[src/rtl/pla_sweep_ctrl_if.sv]
// Bus bundle for the PLA sweep controller: sweep request/range,
// function drive/response, and status/result outputs.
interface pla_sweep_ctrl_if #(
  parameter int XW = 14
);
  logic          start;
  logic          abort;
  logic [XW-1:0] lo;
  logic [XW-1:0] hi;
  logic [XW-1:0] x_out;
  logic          y_in;
  logic          busy;
  logic          done;
  logic [XW:0]   onset_cnt;
  logic [XW-1:0] first_on;
  logic          first_valid;
  logic          err;
  logic          aborted;

  modport slave (
    input  start, abort, lo, hi, y_in,
    output x_out, busy, done, onset_cnt, first_on, first_valid, err, aborted
  );

  modport master (
    output start, abort, lo, hi, y_in,
    input  x_out, busy, done, onset_cnt, first_on, first_valid, err, aborted
  );
endinterface

[src/rtl/pla_sweep_ctrl.sv]
// Sweeps a combinational function's input vector from lo to hi, waiting
// SETTLE cycles per vector before sampling y_in, and reports the onset
// count and the lowest vector that produced a 1.
//
// state  | meaning
// IDLE   | waiting for start; results held
// WAIT   | vector driven, settle down-counter running
// SAMPLE | y_in sampled for current vector; advance or finish
// DONE   | one-cycle completion pulse, then IDLE
module pla_sweep_ctrl #(
  parameter int XW     = 14,
  parameter int SETTLE = 1
) (
  input logic             clk,
  input logic             rst,
  pla_sweep_ctrl_if.slave bus
);

  localparam logic [1:0] S_IDLE   = 2'd0;
  localparam logic [1:0] S_WAIT   = 2'd1;
  localparam logic [1:0] S_SAMPLE = 2'd2;
  localparam logic [1:0] S_DONE   = 2'd3;

  localparam logic [3:0] SETTLE_LD = 4'(SETTLE);

  logic [1:0]    state;
  logic [3:0]    settle_cnt;
  logic [XW-1:0] x_q;
  logic [XW-1:0] hi_q;
  logic [XW-1:0] first_q;
  logic [XW:0]   onset_q;
  logic          fv_q;
  logic          err_q;
  logic          ab_q;

  // Sweep sequencer: range capture, settle timing, sampling and result update.
  // The end-of-sweep test uses the captured hi so hi = all-ones stops
  // before x_q would wrap.
  always_ff @(posedge clk or posedge rst) begin
    if (rst) begin
      state      <= S_IDLE;
      settle_cnt <= '0;
      x_q        <= '0;
      hi_q       <= '0;
      first_q    <= '0;
      onset_q    <= '0;
      fv_q       <= 1'b0;
      err_q      <= 1'b0;
      ab_q       <= 1'b0;
    end else begin
      case (state)
        S_IDLE: begin
          if (bus.start) begin
            onset_q <= '0;
            fv_q    <= 1'b0;
            ab_q    <= 1'b0;
            if (bus.lo <= bus.hi) begin
              x_q        <= bus.lo;
              hi_q       <= bus.hi;
              err_q      <= 1'b0;
              settle_cnt <= SETTLE_LD;
              state      <= S_WAIT;
            end else begin
              err_q <= 1'b1;
              state <= S_DONE;
            end
          end
        end
        S_WAIT: begin
          if (bus.abort) begin
            ab_q  <= 1'b1;
            state <= S_DONE;
          end else if (settle_cnt == 4'd1) begin
            state <= S_SAMPLE;
          end else begin
            settle_cnt <= settle_cnt - 4'd1;
          end
        end
        S_SAMPLE: begin
          if (bus.abort) begin
            ab_q  <= 1'b1;
            state <= S_DONE;
          end else begin
            if (bus.y_in) begin
              onset_q <= onset_q + (XW+1)'(1);
              if (!fv_q) begin
                first_q <= x_q;
                fv_q    <= 1'b1;
              end
            end
            if (x_q == hi_q) begin
              state <= S_DONE;
            end else begin
              x_q        <= x_q + XW'(1);
              settle_cnt <= SETTLE_LD;
              state      <= S_WAIT;
            end
          end
        end
        default: begin
          state <= S_IDLE;
        end
      endcase
    end
  end

  // Output drive: status decoded straight from the state register so reset
  // clears it without waiting for a clock.
  always_comb begin
    bus.x_out       = x_q;
    bus.busy        = (state != S_IDLE);
    bus.done        = (state == S_DONE);
    bus.onset_cnt   = onset_q;
    bus.first_on    = first_q;
    bus.first_valid = fv_q;
    bus.err         = err_q;
    bus.aborted     = ab_q;
  end

endmodule

[src/flat_wrapper.sv]
// flat-port wrapper written by rule: the top's interface ports become plain ports
module pla_sweep_ctrl_flat 
#(
  parameter int XW     = 14,
  parameter int SETTLE = 1
)
  (clk, rst, bus_start, bus_abort, bus_lo, bus_hi, bus_y_in, bus_x_out, bus_busy, bus_done, bus_onset_cnt, bus_first_on, bus_first_valid, bus_err, bus_aborted);
  pla_sweep_ctrl_if #(.XW(XW)) bus_i ();
  input logic clk;
  input logic rst;
  input wire logic [$bits(bus_i.start)-1:0] bus_start;
  input wire logic [$bits(bus_i.abort)-1:0] bus_abort;
  input wire logic [$bits(bus_i.lo)-1:0] bus_lo;
  input wire logic [$bits(bus_i.hi)-1:0] bus_hi;
  input wire logic [$bits(bus_i.y_in)-1:0] bus_y_in;
  output wire logic [$bits(bus_i.x_out)-1:0] bus_x_out;
  output wire logic [$bits(bus_i.busy)-1:0] bus_busy;
  output wire logic [$bits(bus_i.done)-1:0] bus_done;
  output wire logic [$bits(bus_i.onset_cnt)-1:0] bus_onset_cnt;
  output wire logic [$bits(bus_i.first_on)-1:0] bus_first_on;
  output wire logic [$bits(bus_i.first_valid)-1:0] bus_first_valid;
  output wire logic [$bits(bus_i.err)-1:0] bus_err;
  output wire logic [$bits(bus_i.aborted)-1:0] bus_aborted;
  assign bus_i.start = bus_start;
  assign bus_i.abort = bus_abort;
  assign bus_i.lo = bus_lo;
  assign bus_i.hi = bus_hi;
  assign bus_i.y_in = bus_y_in;
  assign bus_x_out = bus_i.x_out;
  assign bus_busy = bus_i.busy;
  assign bus_done = bus_i.done;
  assign bus_onset_cnt = bus_i.onset_cnt;
  assign bus_first_on = bus_i.first_on;
  assign bus_first_valid = bus_i.first_valid;
  assign bus_err = bus_i.err;
  assign bus_aborted = bus_i.aborted;
  pla_sweep_ctrl #(.XW(XW), .SETTLE(SETTLE)) u_core (.clk(clk), .rst(rst), .bus(bus_i));
endmodule
[config.mk]
export PLATFORM = sky130hd
export DESIGN_NAME = pla_sweep_ctrl_flat
export DESIGN_NICKNAME = d
export VERILOG_FILES = /design/src/rtl/pla_sweep_ctrl_if.sv /design/src/rtl/pla_sweep_ctrl.sv /design/src/flat_wrapper.sv
export SDC_FILE = /design/constraint.sdc
export NUM_CORES = 1
export LEC_CHECK = 0
export BUFFER_PORTS_ARGS = -buffer_cell sky130_fd_sc_hd__buf_4
export CORE_MARGIN = 1.5
export CORE_UTILIZATION = 35
export DETAILED_ROUTE_END_ITERATION = 16
export PLACE_DENSITY = 0.65
export SYNTH_ARGS = -nofsm -noshare
export SYNTH_HDL_FRONTEND = slang
export SYNTH_SLANG_ARGS = --single-unit
[constraint.sdc]
create_clock -name clk -period 2.6 [get_ports clk]
set_input_delay 0.26 -clock clk [delete_from_list [all_inputs] [get_ports clk]]
set_output_delay 0.26 -clock clk [all_outputs]
set_load 0.02 [all_outputs]
=== Yosys cells after proc, flatten, opt, wreduce, memory -nomap -nowiden ===
Cells that the tools add are included.

* Memories: 0
* RAM bits: 0
* Bits in latches: 0
* Flip-flop bits (word level): 66
* Logic and storage cells: 73
* ROM bits: 0
* Output and inout bits: 48
* Input port bits: 33

* Reductions and logical operators: 14
* Divide/modulo/power cells: 0
* Bitwise operators: 2
* Multipliers: 0
* Magnitude comparators: 1
* Equality and inequality tests: 14
* Multiplexer cells: 30
* $add $sub $neg: 3
* Shift operators: 0

{| class="wikitable"
|+ Operators with widths
! cell !! number
|-
| 14-bit two-way mux || 4
|-
| 15-bit two-way mux || 3
|-
| 15-bit case mux with 2 select lines || 1
|-
| 14-bit case mux with 2 select lines || 1
|-
| 4-bit two-way mux || 6
|-
| 15-bit by 1-bit adder with 15-bit output (second input constant) || 1
|-
| 14-bit by 1-bit adder with 14-bit output (second input constant) || 1
|-
| 14-bit == test || 1
|-
| 14-bit <= comparator || 1
|-
| 2-bit two-way mux || 6
|-
| 2-bit inequality test (second input constant) || 6
|-
| 4-bit case mux with 3 select lines || 1
|-
| 4-bit AND reduction || 2
|-
| 7-bit AND reduction || 1
|-
| 2-bit case mux with 3 select lines || 1
|-
| 3-bit AND reduction || 2
|-
| 2-bit nonzero test || 3
|-
| 1-bit two-way mux || 5
|-
| 5-bit AND reduction || 1
|-
| 2-bit == test (second input constant) || 2
|-
| 4-bit by 1-bit == test with 1-bit output (second input constant) || 1
|-
| 2-bit by 1-bit inequality test with 1-bit output (second input constant) || 2
|-
| 1-bit case mux with 2 select lines || 2
|-
| 2-bit AND reduction || 2
|-
| 7 further kinds || 8
|}

=== Depth between registers and ports, before layout ===
Gate-level depths: netlist of the first run.

* Depth after elaboration: 4
* Depth in mapped cells: 10
* Mapped depth without buffers: 8

=== Worst setup path after synthesis of the first run ===
OpenSTA, ideal clock, no wires.

* Kind: in2reg
* Start point: input port bus_hi[12]
* End point: register u_core.hi_q[0]
* Setup time: 0.125 ns
* Slack: 0.296 ns
* Arrival time: 2.179 ns
* Buffers on the path: 1
* Stages on the path: 9
* Path through: inv_1 -> ha_1 -> a21oi_1 -> nand2_1 -> a221oi_1 -> nand2_1 -> a21oi_2 -> buf_4 -> mux2_2

* Longest elaborated chain between the ends: 2

{| class="wikitable"
|+ Ends and longest elaborated chain
! item !! line !! RTL
|-
| start, declared || flat_wrapper.sv:14 || <nowiki>input wire logic [$bits(bus_i.hi)-1:0] bus_hi;</nowiki>
|-
| 14-bit <= comparator || pla_sweep_ctrl.sv:57 || <nowiki>if (bus.lo <= bus.hi) begin</nowiki>
|-
| 3-bit AND reduction (no line) || - ||
|-
| end signal, assigned || pla_sweep_ctrl.sv:59 || <nowiki>hi_q <= bus.hi;</nowiki>
|-
| end, declared || pla_sweep_ctrl.sv:29 || <nowiki>logic [XW-1:0] hi_q;</nowiki>
|}

Every way passes these cells.
A chain may end at the register's enable or synchronous reset.

=== Final worst setup path of the first run ===
* Start point: register u_core.state[0]
* End point: register u_core.onset_q[4] (netlist: u_core.bus.onset_cnt[4])

* Longest elaborated chain between the ends: 3

{| class="wikitable"
|+ Ends and longest elaborated chain
! item !! line !! RTL
|-
| start, declared || pla_sweep_ctrl.sv:26 || <nowiki>logic [1:0] state;</nowiki>
|-
| start signal, assigned || pla_sweep_ctrl.sv:41 || <nowiki>state <= S_IDLE;</nowiki>
|-
| start signal, assigned || pla_sweep_ctrl.sv:62 || <nowiki>state <= S_WAIT;</nowiki>
|-
| start signal, assigned || pla_sweep_ctrl.sv:65 || <nowiki>state <= S_DONE;</nowiki>
|-
| 2-bit == test / 2-bit zero test (equally long branches) || pla_sweep_ctrl.sv:51 || <nowiki>case (state)</nowiki>
|-
| 2-bit inequality test (no line) / 2-bit nonzero test (equally long branches) || - ||
|-
| 4-bit AND reduction (no line) || - ||
|-
| end signal, assigned || pla_sweep_ctrl.sv:85 || <nowiki>onset_q <= onset_q + (XW+1)'(1);</nowiki>
|-
| end, declared || pla_sweep_ctrl.sv:31 || <nowiki>logic [XW:0] onset_q;</nowiki>
|}

Several ways; a longest one is shown, not always the timed one.

==> results of run 1 <==
## synthesized netlist by cell type, types with 4 or more instances
master,number
nor2_1,26
nor4_1,4
nand3_1,17
clkbuf_1,13
dfrtp_1,66
a2bb2oi_1,10
o31ai_1,6
o22ai_1,8
o21ai_0,38
xor2_1,18
ha_1,22
nand2_1,49
nor3_1,4
inv_1,26
a21oi_1,12
nand4_1,6
mux2_2,30
## layer usage
metal  up-vias  part of all wire [%]
li1       1603                     -
met1      1616                    44
met2       121                    48
met3        27                   5.3
met4         0                   2.7
met5         -                     0
## cell type report
cell class / instances / area (µm²)
Clock buffer: 10 / 137.6
Inverter: 26 / 97.59
Multi-Input combinational cell: 293 / 2017
Sequential cell: 66 / 1652
Clock inverter: 6 / 113.9
Tap cell: 140 / 175.2
Fill cell: 1044 / 5822
Timing Repair Buffer: 97 / 730.7
## cells by family after synthesis
| family | Yosys count |
|---|---|
| buffers and inverters | 43 |
| AND/OR/NAND/NOR | 127 |
| adder cells (fa/ha/maj) | 22 |
| multiplexers | 32 |
| XOR/XNOR | 19 |
| flip-flops | 66 |
| AO/OA/AOI/OAI | 93 |
## worst paths after layout
kind | from | endpoint | slack, ns | depth (start not counted)
min | bus_hi[9] | u_core.hi_q[9] | 0.15 | 2
max in group asynchronous | rst | u_core.hi_q[10] | 1.46 | 4
max reg2reg | u_core.state[0] | u_core.bus.onset_cnt[4] | 0.27 | 8
min in group asynchronous | rst | u_core.bus.first_on[8] | 0.50 | 3
min reg2reg | u_core.bus.first_on[11] | u_core.bus.first_on[11] | 0.51 | 1
max | u_core.state[0] | u_core.bus.onset_cnt[4] | 0.27 | 8
## where the power goes
part           internal [mW]  leakage [nW]  switching [mW]
logic                   1.28          1.36            1.48
clock network          0.665         0.119           0.423
registers               1.44         0.806           0.472
total                   3.38          2.28            2.37
## through the flow
stage,std cells,power (mW)
2_1_floorplan,402,3.639
3_3_place_gp,621,4.597
3_5_place_dp,621,4.677
4_1_cts,638,5.780
5_1_grt,638,6.159
6_report,638,5.752
## sequential cells by signal, indices dropped and copies added (netlist names)
| signal | cells |
|---|---|
| u_core.hi_q | 14 |
| u_core.bus.onset_cnt | 15 |
| u_core.bus.x_out | 14 |
| u_core.bus.err | 1 |
| u_core.state | 2 |
| u_core.settle_cnt | 4 |
| u_core.bus.aborted | 1 |
| u_core.bus.first_valid | 1 |
| u_core.bus.first_on | 14 |
## worst register-to-register path: cells and delay by family, from the launching register on
kind / cells / cell delay (ns)
adders and majority gates: 1 / 0.23
buffers and inverters: 3 / 0.58
AOI/OAI and AO/OA: 4 / 1.00
DFF: 1 / 0.42
==> impl_metrics.csv, run 1 <==
group,metric,value,unit
grt,grt_use_met2,31.57,%
synthesis,ys_async_sr_fraction,100.0,%
layout,utilization,45.82,%
layout,drive_gt1_share,30.92,%
synthesis,synth_seq_area_share,43.04,%
pwr,ir_worst_vdd,0.6554,mV
clocking,path_clk_slew,0.08,ns
sta,skew,0.01447,ns
clocking,cts_buffers,9,
detailed_routing,num_vias,3367,
sta,period_share,89.52,%
critical_path,crit_buf_inv,3,
die,core-area,0.01075,mm²
detailed_routing,route.detailed.drc,0,
critical_path,worstPathCellList,"inv_1 -> ha_1 -> buf_4 -> a211oi_1 -> buf_4 -> o21ai_1 -> o21ai_0 -> o31ai_1",
clocking,clockRootBuffer,"clkbuf_8",
critical_path,cpMaxStageDelayCell,"o21ai_1",
clocking,ctsHoldBuffers,1,
grt,overflow,0,
grt,grt_most_used_layer,"met2",
grt,grt_pass1_vias,3467,
layout,antenna_cells,0,
grt,grt_use_met1,23.17,%
synthesis,synth_edf_count,0,
status,outcome,"completed",
layout,final_cell_mix,"96 x buf_4, 66 x dfrtp_1, 49 x nand2_1",
detailed_routing,drt_pre_antenna_iters,4,
sta,max_freq,0.4297,GHz
synthesis,synth-xor-area-share,4.336,%
synthesis,synth_top_family_by_area,"simple AND/OR/NAND/NOR gates",
critical_path,arrival,2.57,ns
die,pin_count,81,
detailed_routing,wire_per_inst,16.02,µm
sta,tightest_slew,1.049,ns
synthesis,synthSimpleGateAreaFrac,15.91,%
synthesis,syn_inst,402,
placed_design,place_hpwl,7715,µm
clocking,cts_tree,"done",
synthesis,yosys.area.top_type,"dfrtp_1",
die,start_util,35.71,%
synthesis,ys_ff_latch,66,
critical_path,cp-end-kind,"register",
detailed_routing,vias_per_cell,5.277,
placed_design,place_congestion,0.8832,
sta,slew_viol_final,0,
synthesis,synthTopCellsByArea,"dfrtp_1 43%, mux2_2 8.8%, ha_1 7.2%",
clocking,cts_max_level,3,
critical_path,critPathMaxStageDelay,0.57,ns
sta,setup_ws,0.2725,ns
layout,final_common_cell,"buf_4",
sta,setup_viol,0,
layout,design_area,0.004923,mm²
die,die_w,107.7,µm
die,die_h,107.7,µm
placed_design,dp_slack,0.1955,ns
pwr,leakagePower,2.284,nW
synthesis,synth_top_flop_cell,"dfrtp_1",
synthesis,synthesis.nets,457,
synthesis,yosys-mux-area-fraction,9.455,%
placed_design,place_area,0.004662,mm²
clocking,clockBufferDepth,2,
grt,grt_pass1_wl,16930,µm
clocking,postCtsSetupBuffers,0,
sta,rsz0062_at_grt,"false",
flow_run,maxCapViolCount,0,
grt,track_usage,18.78,%
layout,syn2layout_area_growth,28.30,%
synthesis,synth_adder_area_share,7.173,%
critical_path,path_delay_family,"compound AO/OA/AOI/OAI gates",
detailed_routing,wl,10220,µm
synthesis,yosysTopAreaCellShare,43.04,%
min_path,hold_class,"in2reg",
die,dieArea,0.01160,mm²
critical_path,critPathKind,"reg2reg",
critical_path,crit_path_max_fanout,24,
sta,holdWs,0.1491,ns
synthesis,ys_types,48,
grt,grt_max_degree,25,
sta,fin_tns_setup,0,ns
critical_path,critPathLaunchType,"register",
clocking,clock_latency,0.35,ns
pwr,p_per_area,1168,mW/mm²
critical_path,worstPathRequired,2.85,ns
sta,max_slew_margin,29.60,%
critical_path,worst_path_most_repeated_cell,"buf_4",
clocking,post_cts_resized,0,
placed_design,port_buffers,80,
synthesis,syn_avg_cell_area,9.546,µm²
die,rows,38,
clocking,cts.sinks,66,
grt,antenna_found_initial,0,
synthesis,yosysWarningCount,0,
synthesis,synth_compound_area_share,15.68,%
sta,finalHoldViolations,0,
synthesis,synth_area,0.003837,mm²
grt,grt_util_met3,4.419,%
sta,period_minus_slack,2.327,ns
detailed_routing,antenna_left,0,
layout,final_nets,548,
detailed_routing,drt_iter0_drc,170,
Power figures use the tool's default switching activity.
==> inputs of run 2 (changes only) <==
Clock period 2.6 ns to 2.95 ns, I/O delays scaled along.
==> impl_metrics.csv, run 2 (same netlist as run 1, synthesis figures left out) <==
group,metric,value,unit
pwr,intPower,2.781,mW
die,die_w,107.7,µm
layout,fillers,1073,
clocking,postCtsSetupBuffers,0,
sta,max_freq,0.4292,GHz
layout,fin_cells,630,
pwr,clock_power_share,15.5,%
pwr,power_frac_comb,49.5,%
layout,final_nets,541,
detailed_routing,vias_per_cell,5.265,
grt,antenna_found_initial,0,
critical_path,cpMaxStageDelayCell,"dfrtp_1",
sta,period_share,78.98,%
clocking,ctsHoldBuffers,0,
clocking,clock_latency,0.34,ns
sta,slew_viol_final,0,
critical_path,crit_path_max_fanout,19,
sta,finalHoldViolations,0,
grt,grt_pass1_wl,16680,µm
detailed_routing,wire_per_inst,15.86,µm
layout,antenna_cells,0,
placed_design,place_congestion,0.8229,
critical_path,cp.depth,8,
layout,drive_gt1_share,29.59,%
die,dieArea,0.01160,mm²
grt,overflow,0,
pwr,p_per_area,1001,mW/mm²
critical_path,critPathLaunchType,"register",
status,outcome,"completed",
grt,track_usage,18.45,%
pwr,ir_worst_vdd,0.4992,mV
die,start_util,35.71,%
detailed_routing,route.detailed.drc,0,
placed_design,place_hpwl,7434,µm
clocking,path_clk_slew,0.07,ns
grt,grt_pass1_vias,3418,
layout,final_common_cell,"buf_4",
layout,utilization,44.69,%
die,core-area,0.01075,mm²
critical_path,critPathKind,"reg2reg",
critical_path,cp-end-kind,"register",
clocking,cts_buffers,9,
detailed_routing,drt_pre_antenna_iters,4,
clocking,post_cts_resized,0,
detailed_routing,wl,9991,µm
critical_path,critPathMaxStageDelay,0.42,ns
detailed_routing,drt_iter0_drc,143,
sta,rsz0062_at_grt,"false",
placed_design,dpl.cell_count,615,
detailed_routing,num_vias,3317,
clocking,cts.sinks,66,
clocking,clockRootBuffer,"clkbuf_8",
die,rows,38,
grt,grt_max_degree,39,
critical_path,worstPathRequired,3.17,ns
critical_path,worstPathCellList,"inv_1 -> ha_1 -> inv_1 -> nor3_1 -> o311ai_2 -> o211ai_4 -> or2_4 -> mux2_4",
critical_path,worstRegToRegCells,8,
layout,largest_reg_flops,15,
detailed_routing,antenna_left,0,
sta,tightest_slew,0.7514,ns
critical_path,worst_path_most_repeated_cell,"inv_1",
clocking,cts_tree,"done",
sta,max_slew_margin,49.83,%
min_path,hold_class,"in2async",
critical_path,crit_buf_inv,2,
layout,syn2layout_area_growth,25.14,%
sta,fin_tns_setup,0,ns
clocking,clockBufferDepth,2,
sta,period_minus_slack,2.330,ns
pwr,seqPwrFrac,35.0,%
clocking,cts_max_level,3,
placed_design,port_buffers,80,
sta,skew,0.01224,ns
layout,final_cell_mix,"90 x buf_4, 66 x dfrtp_1, 49 x nand2_1",
die,die_h,107.7,µm
flow_run,maxCapViolCount,0,
critical_path,path_delay_family,"simple AND/OR/NAND/NOR gates",
pwr,leakagePower,2.227,nW
critical_path,arrival,2.55,ns
die,pin_count,81,
pwr,switching_share,42.13,%
pwr,switchingPower,2.024,mW
sta,setup_viol,0,
run 2: cell count changes in the layout (fill, tap and decap cells not counted), sizes merged:
cell | before | now
buf | 96 | 90
clkinv | 1 | 2
dlygate4sd3 | 1 | 0
clkbuf | 10 | 12
clkinvlp | 2 | 0
bufinv | 3 | 1
run 2: power groups by stage:
stage	combinational [mW]	clock (mW)	sequential [mW]
final	2.38	0.744	1.68
after global routing	2.63	0.805	1.74
after CTS	2.40	0.763	1.68
after detailed placement	2.39	0	1.69
after global placement	2.34	0	1.67
after floorplan	1.39	0	1.81
run 2: path summary, 6_finish.rpt:
check                                             from                       to  slack, ns
worst max-delay path                   u_core.state[0]     u_core.settle_cnt[0]       0.62
worst min register to register  u_core.bus.first_on[8]   u_core.bus.first_on[8]       0.51
min in group clk                             bus_hi[9]           u_core.hi_q[9]       0.19
worst max register to register         u_core.state[0]     u_core.settle_cnt[0]       0.62
worst min-delay path                               rst  u_core.bus.first_on[11]       0.09
max in group asynchronous                          rst          u_core.hi_q[12]       2.11
run 2: per-layer routing:
metal	track usage (%)	share of wire, %
met5	0	0
met4	5.545	1.6
met3	4.661	5.9
met2	32.12	50
met1	22.39	42
run 2: area by class of cell:
cell class | instances | area (µm²) | area share [%]
clock buffer | 12 | 145.1 | 3.022
clock inverter | 3 | 40.04 | 0.8338
inverter | 26 | 97.59 | 2.032
multi-input combinational | 293 | 2017 | 42.00
sequential | 66 | 1652 | 34.39
tap | 140 | 175.2 | 3.648
timing repair buffer | 90 | 675.6 | 14.07
run 2: metrics by stage:
stage	hold slack [ns]	cell area, µm²	total power, mW	worst slack, ns
final	0.09287	4802	4.805	0.6200
after global routing	0.1473	4802	5.171	0.4637
after CTS	0.1158	4802	4.843	0.5694
after detailed placement	0.4873	4617	4.087	0.3044
after global placement	0.4817	4617	4.019	0.3751
after floorplan	0.4466	3837	3.208	0.6112
==> inputs of run 3 (changes only) <==
Clock period 2.95 ns to 2.4 ns, I/O delays scaled along.
==> impl_metrics.csv, run 3 (same netlist as run 1, synthesis figures left out) <==
group,metric,value,unit
min_path,hold_class,"in2reg",
layout,fillers,1067,
clocking,clockBufferDepth,2,
pwr,ir_worst_vdd,0.6674,mV
grt,track_usage,18.63,%
pwr,power,5.938,mW
placed_design,place_hpwl,7570,µm
sta,max_freq,0.4461,GHz
critical_path,critPathLaunchType,"register",
clocking,cts_max_level,3,
pwr,switching_share,43.54,%
die,die_w,107.7,µm
layout,layout.area.seq,0.001652,mm²
flow_run,maxCapViolCount,0,
clocking,postCtsSetupBuffers,0,
detailed_routing,wl,10360,µm
min_path,worstHoldPathCells,2,
pwr,power_frac_comb,51.6,%
grt,grt_pass1_wl,16650,µm
die,dieArea,0.01160,mm²
detailed_routing,route.detailed.drc,0,
sta,period_share,93.41,%
sta,period_minus_slack,2.242,ns
layout,design_area,0.004877,mm²
placed_design,port_buffers,80,
layout,syn2layout_area_growth,27.09,%
layout,utilization,45.39,%
clocking,clockRootBuffer,"clkbuf_8",
pwr,switchingPower,2.585,mW
sta,max_slew_margin,59.44,%
grt,grt_pass1_vias,3374,
die,start_util,35.71,%
placed_design,dpl.cell_count,623,
status,outcome,"completed",
layout,final_common_cell,"buf_4",
pwr,intPower,3.353,mW
die,pin_count,81,
layout,final_nets,550,
detailed_routing,antenna_left,0,
detailed_routing,wl_met2,5232,µm
detailed_routing,met3_length,593,µm
die,die_h,107.7,µm
critical_path,worstRegToRegCells,8,
detailed_routing,drt-met1-wl,4431,µm
grt,antenna_found_initial,0,
layout,fin_cells,639,
sta,skew,0.01313,ns
critical_path,cp-end-kind,"register",
placed_design,place_area,0.004690,mm²
sta,setup_viol,0,
pwr,clock_power_share,13.8,%
placed_design,place_congestion,0.8640,
clocking,clock_latency,0.35,ns
pwr,leakagePower,2.254,nW
layout,multi_input_area,0.002034,mm²
detailed_routing,wire_per_inst,16.22,µm
critical_path,worstPathRequired,2.64,ns
grt,grt_max_degree,67,
die,rows,38,
sta,rsz0062_at_grt,"false",
critical_path,crit_path_max_fanout,8,
sta,finalHoldViolations,0,
layout,final_cell_mix,"97 x buf_4, 66 x dfrtp_1, 49 x nand2_1",
clocking,path_clk_slew,0.08,ns
sta,slew_viol_final,0,
clocking,cts_tree,"done",
clocking,cts_buffers,9,
pwr,p_per_area,1218,mW/mm²
clocking,cts.sinks,66,
layout,drive_gt1_share,31.66,%
detailed_routing,num_vias,3411,
detailed_routing,drt_pre_antenna_iters,7,
detailed_routing,drt_iter0_drc,285,
detailed_routing,vias_per_cell,5.338,
critical_path,critPathKind,"reg2reg",
critical_path,arrival,2.48,ns
pwr,seqPwrFrac,34.5,%
layout,antenna_cells,0,
die,core-area,0.01075,mm²
layout,largest_reg_flops,15,
grt,overflow,0,
detailed_routing,top_layer,"met4",
sta,tightest_slew,0.6083,ns
run 3: changes by cell type in the layout (fill, tap and decap cells not counted), sizes merged:
cell and change:
bufinv -1, dlygate4sd3 +1, clkinvlp +3, clkbuf -2, buf +8
run 3: timing repair:
item,in CTS,in global routing
gates resized for setup,0,4
setup endpoints to repair,0,28
hold endpoints to repair,66,0
hold buffers,1,0
run 3: layout make-up:
cell class / instances / area share [%]
well taps: 140 / 3.592
repair buffers: 99 / 15.55
multi-input cells: 293 / 41.71
inverters: 26 / 2.001
clock buffers: 10 / 2.617
flip-flops and latches: 66 / 33.86
clock inverters: 5 / 0.6670
run 3: power by group through the flow:
stage	clock, mW	combinational [mW]	sequential, mW
floorplan	0	1.71	2.23
global placement	0	2.97	2.04
detailed placement	0	3.03	2.07
CTS	0.849	3.05	2.05
global route	0.879	3.37	2.12
finish	0.822	3.07	2.05
run 3: worst max-delay path: stages (launching register included):
cell and delay, ns:
dfrtp_1 0.42, inv_1 0.11, ha_2 0.27, inv_1 0.14
nor4_2 0.29, nand4_1 0.22, o211ai_4 0.19, or2_4 0.19
mux2_4 0.29
run 3: worst paths after layout:
path / from / end / slack [ns]
worst min register to register: u_core.bus.err / u_core.bus.err / 0.50
worst max-delay path: u_core.state[0] / u_core.settle_cnt[0] / 0.16
worst max register to register: u_core.state[0] / u_core.settle_cnt[0] / 0.16
worst min-delay path: bus_hi[4] / u_core.hi_q[4] / 0.13
min in group asynchronous: rst / u_core.bus.onset_cnt[12] / 0.53
max in group asynchronous: rst / u_core.hi_q[5] / 1.58
run 3: metal layers:
layer  vias to the layer above  track usage [%]
met1                      1661            23.31
met4                         0            6.767
met2                       134            31.85
li1                       1608                -
met5                         -                0
met3                         8            3.632
run 3: per-stage QoR:
stage / setup WS [ns] / hold WS [ns] / setup TNS (ns)
detailed placement: -0.04722 / 0.3592 / -0.4208
finish: 0.1581 / 0.1277 / 0
CTS: 0.04856 / 0.1112 / 0
floorplan: 0.1162 / 0.3916 / 0
global route: 0.002917 / 0.1243 / 0
global placement: 0.006053 / 0.3544 / 0
